`config.mk`:
```
export PLATFORM = sky130hd
export DESIGN_NAME = uart_tx_fifo
export DESIGN_NICKNAME = d
export VERILOG_FILES = /design/src/rtl/uart_tx_fifo.sv
export SDC_FILE = /design/constraint.sdc
export NUM_CORES = 1
export LEC_CHECK = 0
export CORE_ASPECT_RATIO = 1.4
export CORE_UTILIZATION = 55
export CTS_CLUSTER_SIZE = 20
export DETAILED_ROUTE_END_ITERATION = 6
export PLACE_DENSITY = 0.76
export SLEW_MARGIN = 40
export SYNTH_ARGS = -nofsm -noshare
export SYNTH_HDL_FRONTEND = slang
export SYNTH_SLANG_ARGS = --single-unit
```
`constraint.sdc`:
```
create_clock -name clk -period 5.8 [get_ports clk]
set_input_delay 1.74 -clock clk [delete_from_list [all_inputs] [get_ports clk]]
set_output_delay 1.74 -clock clk [all_outputs]
set_load 0.02 [all_outputs]
```
`src/rtl/uart_tx_fifo.sv`:
```
// 8N1 UART transmitter fed by a small FIFO; bytes arrive on a valid/ready handshake
// and are sent back-to-back with no idle gap while the FIFO holds data.
module uart_tx_fifo #(
  parameter int DATA_WIDTH = 8,
  parameter int OVERSAMPLE = 8,
  parameter int FIFO_DEPTH = 4,
  parameter int PRESC_W    = 16
) (
  input  logic                          clk,
  input  logic                          rst,
  input  logic [PRESC_W-1:0]            preescalar_data_rate,
  input  logic [DATA_WIDTH-1:0]         tx_data,
  input  logic                          tx_valid,
  output logic                          tx_ready,
  output logic                          trx,
  output logic                          busy,
  output logic [$clog2(FIFO_DEPTH):0]   fifo_count,
  output logic                          drop
);

  localparam int ADDR_W = $clog2(FIFO_DEPTH);
  localparam int CNT_W  = ADDR_W + 1;
  localparam int IDX_W  = (DATA_WIDTH > 1) ? $clog2(DATA_WIDTH) : 1;
  localparam int OS_W   = (OVERSAMPLE > 1) ? $clog2(OVERSAMPLE) : 1;

  typedef enum logic [1:0] {S_IDLE, S_START, S_DATA, S_STOP} state_t;

  logic [DATA_WIDTH-1:0] r_mem [FIFO_DEPTH];
  logic [ADDR_W-1:0]     r_wr_ptr;
  logic [ADDR_W-1:0]     r_rd_ptr;
  logic [CNT_W-1:0]      r_count;
  state_t                r_state;
  logic [DATA_WIDTH-1:0] r_shift;
  logic [IDX_W-1:0]      r_bit_idx;
  logic [PRESC_W-1:0]    r_tick_cnt;
  logic [OS_W-1:0]       r_os_cnt;
  logic [PRESC_W-1:0]    r_p_q;
  logic                  r_trx;
  logic                  r_drop;

  logic                  w_push;
  logic                  w_pop;
  logic                  w_fifo_empty;
  logic                  w_tick;
  logic                  w_bit_end;
  logic [PRESC_W-1:0]    w_presc_eff;
  state_t                w_state_next;
  logic [DATA_WIDTH-1:0] w_shift_next;
  logic                  w_trx_next;

  assign w_fifo_empty = (r_count == '0);
  assign tx_ready     = (r_count != CNT_W'(FIFO_DEPTH));
  assign w_push       = tx_valid && tx_ready;
  assign w_presc_eff  = (preescalar_data_rate == '0) ? PRESC_W'(1) : preescalar_data_rate;
  assign w_tick       = (r_tick_cnt == (r_p_q - PRESC_W'(1)));
  assign w_bit_end    = w_tick && (r_os_cnt == OS_W'(OVERSAMPLE - 1));

  assign trx        = r_trx;
  assign drop       = r_drop;
  assign fifo_count = r_count;
  assign busy       = (r_state != S_IDLE) || !w_fifo_empty;

  // Storage has no reset so it can map onto distributed/block memory.
  always_ff @(posedge clk) begin
    if (w_push) begin
      r_mem[r_wr_ptr] <= tx_data;
    end
  end

  always_ff @(posedge clk) begin
    if (rst) begin
      r_wr_ptr <= '0;
      r_rd_ptr <= '0;
      r_count  <= '0;
    end else begin
      if (w_push) begin
        r_wr_ptr <= r_wr_ptr + ADDR_W'(1);
      end
      if (w_pop) begin
        r_rd_ptr <= r_rd_ptr + ADDR_W'(1);
      end
      case ({w_push, w_pop})
        2'b10:   r_count <= r_count + CNT_W'(1);
        2'b01:   r_count <= r_count - CNT_W'(1);
        default: r_count <= r_count;
      endcase
    end
  end

  always_ff @(posedge clk) begin
    if (rst) begin
      r_drop <= 1'b0;
    end else begin
      r_drop <= tx_valid && !tx_ready;
    end
  end

  // Prescaler is sampled only at pop so a mid-frame change waits for the next frame.
  always_ff @(posedge clk) begin
    if (rst) begin
      r_tick_cnt <= '0;
      r_os_cnt   <= '0;
      r_p_q      <= PRESC_W'(1);
    end else if (w_pop) begin
      r_tick_cnt <= '0;
      r_os_cnt   <= '0;
      r_p_q      <= w_presc_eff;
    end else if (r_state != S_IDLE) begin
      if (w_tick) begin
        r_tick_cnt <= '0;
        r_os_cnt   <= (r_os_cnt == OS_W'(OVERSAMPLE - 1)) ? '0 : r_os_cnt + OS_W'(1);
      end else begin
        r_tick_cnt <= r_tick_cnt + PRESC_W'(1);
      end
    end
  end

  always_ff @(posedge clk) begin
    if (rst) begin
      r_bit_idx <= '0;
      r_shift   <= '0;
    end else begin
      r_shift <= w_shift_next;
      if (r_state == S_START && w_bit_end) begin
        r_bit_idx <= '0;
      end else if (r_state == S_DATA && w_bit_end) begin
        r_bit_idx <= r_bit_idx + IDX_W'(1);
      end
    end
  end

  always_comb begin
    w_shift_next = r_shift;
    if (w_pop) begin
      w_shift_next = r_mem[r_rd_ptr];
    end else if (r_state == S_DATA && w_bit_end) begin
      w_shift_next = r_shift >> 1;
    end
  end

  always_ff @(posedge clk) begin
    if (rst) begin
      r_state <= S_IDLE;
    end else begin
      r_state <= w_state_next;
    end
  end

  always_comb begin
    w_state_next = r_state;
    w_pop        = 1'b0;
    case (r_state)
      S_IDLE: begin
        if (!w_fifo_empty) begin
          w_pop        = 1'b1;
          w_state_next = S_START;
        end
      end
      S_START: begin
        if (w_bit_end) begin
          w_state_next = S_DATA;
        end
      end
      S_DATA: begin
        if (w_bit_end && r_bit_idx == IDX_W'(DATA_WIDTH - 1)) begin
          w_state_next = S_STOP;
        end
      end
      S_STOP: begin
        if (w_bit_end) begin
          if (!w_fifo_empty) begin
            w_pop        = 1'b1;
            w_state_next = S_START;
          end else begin
            w_state_next = S_IDLE;
          end
        end
      end
      default: w_state_next = S_IDLE;
    endcase
  end

  // trx is registered from the next state so the line changes together with the state.
  always_comb begin
    w_trx_next = 1'b1;
    case (w_state_next)
      S_START: w_trx_next = 1'b0;
      S_DATA:  w_trx_next = w_shift_next[0];
      default: w_trx_next = 1'b1;
    endcase
  end

  always_ff @(posedge clk) begin
    if (rst) begin
      r_trx <= 1'b1;
    end else begin
      r_trx <= w_trx_next;
    end
  end

endmodule

```
==> out/results.ini <==
[clock_tree]
cts_buffers = 9
h-tree-depth = 3
cts_sinks = 91
clkLatencyLatePin_ns = 0.36
cts_buffer_depth = 2
cts_hold_buf = 0
cts_root_buffer = clkbuf_8
cts_resized = 0
clk_pin_slew_ns = 0.09
tritoncts = done
postCtsSetupRepairBufs = 0

[floorplan]
core_area_mm2 = 0.00780
ioPinCount = 34
die_h_um = 108
start_util = 0.571
die_area_mm2 = 0.00847
floorplan.rows = 38
die_w_um = 78.1

[global_route]
grt.total_usage = 0.226
grt_max_degree = 30
antenna_found_initial = 0
grt_pass1_vias = 3067
grt_pass1_wl_mm = 14.4
grt_overflow = 0

[setup_path]
crit_chain = inv_1 > ha_1 > nor3b_1 > nand4b_1 > xnor2_1 > or4_1 > nor4_4 > a22oi_2 > buf_4 > inv_1 > ha_1 > inv_1 > fa_1 > xor2_1 > or3_1 > a21oi_1
cp.arrival_ns = 4.56
slowest_stage = or4_1
r2r_end = fifo_count[2]
endpoint_kind = register
crit_type = register to register
startpoint_type = register
crit_path_start = r_p_q[0]
path_common_cell = inv_1
critical_path.max_stage_delay_ns = 0.56
r2r-start = r_p_q[0]
worstRegToRegCells = 16
rrSetupSlack_ns = 1.54
crit_fanout = 26
critical_path_required_ns = 6.10

[logic_synthesis]
synth_seq_cells = 91
synth_seq_area_share = 0.481
yosysWarnings = 0
synth-main-ff-cell = dfxtp_1
synthCells = 404
yosysUniqueCellTypes = 62
async_flop_share = 0
synth_area_mm2 = 0.00446
synth.avg_cell_area_um2 = 11.0
synth-edff-count = 32
synth_top_area_share = 0.265
synth_nets = 448
synth_most_common_cell = dfxtp_1
synth_area_leaders = dfxtp_1 27%, edfxtp_1 22%, ha_1 4.5%, nor2_1 4.1%, mux4_2 4.0%
synth_common_cells = 59 x dfxtp_1, 49 x nor2_1, 32 x edfxtp_1
synth.largest_area_cell = dfxtp_1

[pwr]
switching_share = 0.393
leakagePower_nw = 1.91
irDropWorstVdd_mv = 0.279
p_sw_uw = 894
p_int_mw = 1.38
p_comb_frac = 0.419
p_seq_frac = 0.396
clkPwrFrac = 0.186
power_per_cell_area_mw_per_mm2 = 450

[sta]
relSlewSlack = 0.517
worstMarginPinSlew_ns = 0.723
timing.fmax_ghz = 0.235
setup_ws_ns = 1.54
finalMaxSlewViolations = 0
rsz0062_at_grt = no
setup_violations = 0
setup_tns_ns = 0
worst_hold_slack_ns = 0.481
post-route-min-period_ns = 4.26
fin_crit_sh = 0.734
fin_skew_ns = 0.00543
hold_viol_final = 0

[routing]
final_antenna_net_count = 0
via_count = 3129
routed_wl_mm = 8.77
vias_per_cell = 5.79
routedWlPerCell_um = 16.2
firstDrtPassIters = 4
drc = 0
drt-initial-drc-count = 222

[finish]
syn2layout_area_growth_pct = 13.5
num-nets-final = 479
nFillCells = 643
antenna_cells = 0
drive_gt1_frac = 0.0955

[place]
gp_congestion = 0.848
dp_hpwl_mm = 6.63
dp_slack_ns = 1.58
io_buffer_count = 33

[worst_hold_path]
min-delay-start = r_os_cnt[1]
whs_endpoint = r_os_cnt[1]
hp-class = register to register
hold_path_depth = 2

[outcome]
status = completed

[flow_run]
maxCapViolations = 0

logic make-up after synthesis:
family / after synthesis / share of synthesized area
mux: 25 / 0.0826
simple gates: 143 / 0.177
flops: 91 / 0.481
fa+ha+maj: 17 / 0.0494
buf+inv: 29 / 0.0278
xor+xnor: 38 / 0.0747
compound gates: 61 / 0.108
sequential cells by signal, indices dropped and copies added, names as in the netlist, named ones only:
signal / cells
r_mem: 32
r_p_q: 16
r_tick_cnt: 16
r_shift: 8
fifo_count: 3
r_bit_idx: 3
r_os_cnt: 3
r_rd_ptr: 2
r_state: 2
r_wr_ptr: 2
drop: 1
trx: 1
worst max-delay path, delay by kind of cell (launching register included):
family | cells | cell delay, ns
simple gates | 5 | 1.97
buf+inv | 4 | 0.51
flops | 1 | 0.37
xor+xnor | 2 | 0.31
compound gates | 2 | 0.22
fa+ha+maj | 3 | 0.82
worst max path at each step:
stage | end
final | fifo_count[2]
after global routing | fifo_count[2]
after CTS | fifo_count[2]
after detailed placement | fifo_count[2]
after global placement | fifo_count[2]
after floorplan | fifo_count[2]
through the flow:
| stage | instance area, um2 | utilization | power (mW) | std cells |
|---|---|---|---|---|
| floorplan | 4460 | - | 1.63 | 404 |
| global placement | 4850 | 0.622 | 1.83 | 523 |
| detailed placement | 4860 | 0.624 | 1.87 | 524 |
| CTS | 5060 | 0.649 | 2.29 | 540 |
| global route | 5060 | 0.649 | 2.43 | 540 |
| finish | 5060 | 0.649 | 2.28 | 540 |
area by class of cell:
| class | count | area [um2] | share of cell area |
|---|---|---|---|
| timing repair buffer | 36 | 353 | 0.0698 |
| multi-input combinational | 284 | 2190 | 0.434 |
| inverter | 13 | 48.8 | 0.00965 |
| tap | 100 | 125 | 0.0247 |
| clock buffer | 10 | 128 | 0.0252 |
| clock inverter | 6 | 66.3 | 0.0131 |
| sequential | 91 | 2140 | 0.424 |
power by group through the flow:
stage | clock (mW) | combinational, mW | sequential, mW
floorplan | 0 | 0.755 | 0.877
global placement | 0 | 0.927 | 0.908
detailed placement | 0 | 0.949 | 0.916
CTS | 0.431 | 0.954 | 0.901
global route | 0.460 | 1.05 | 0.920
finish | 0.423 | 0.954 | 0.901
routing by layer:
| metal | vias up | GRT usage | wire, um |
|---|---|---|---|
| met3 | 12 | 0.0540 | 274 |
| met2 | 48 | 0.417 | 4760 |
| li1 | 1555 | - | - |
| met5 | - | 0 | 0 |
| met1 | 1514 | 0.240 | 3580 |
| met4 | 0 | 0.103 | 166 |
layout by cell type (no fill, tap or decap), types with 4 or more instances in the layout:
cell type	instances
a211oi_1	8
a21oi_1	13
a22o_1	11
and3_1	15
clkbuf_8	9
clkdlybuf4s50_1	33
dfxtp_1	59
edfxtp_1	32
ha_1	16
inv_1	13
mux2i_1	15
mux4_2	8
nand2_1	6
nand2b_1	5
nand3_1	13
nand4_1	4
nor2_1	49
nor2b_1	5
nor3_1	12
nor3b_1	5
nor4_1	5
o2111ai_1	4
or3_1	5
xnor2_1	20
xor2_1	18
(Power assumes the default switching activity.)
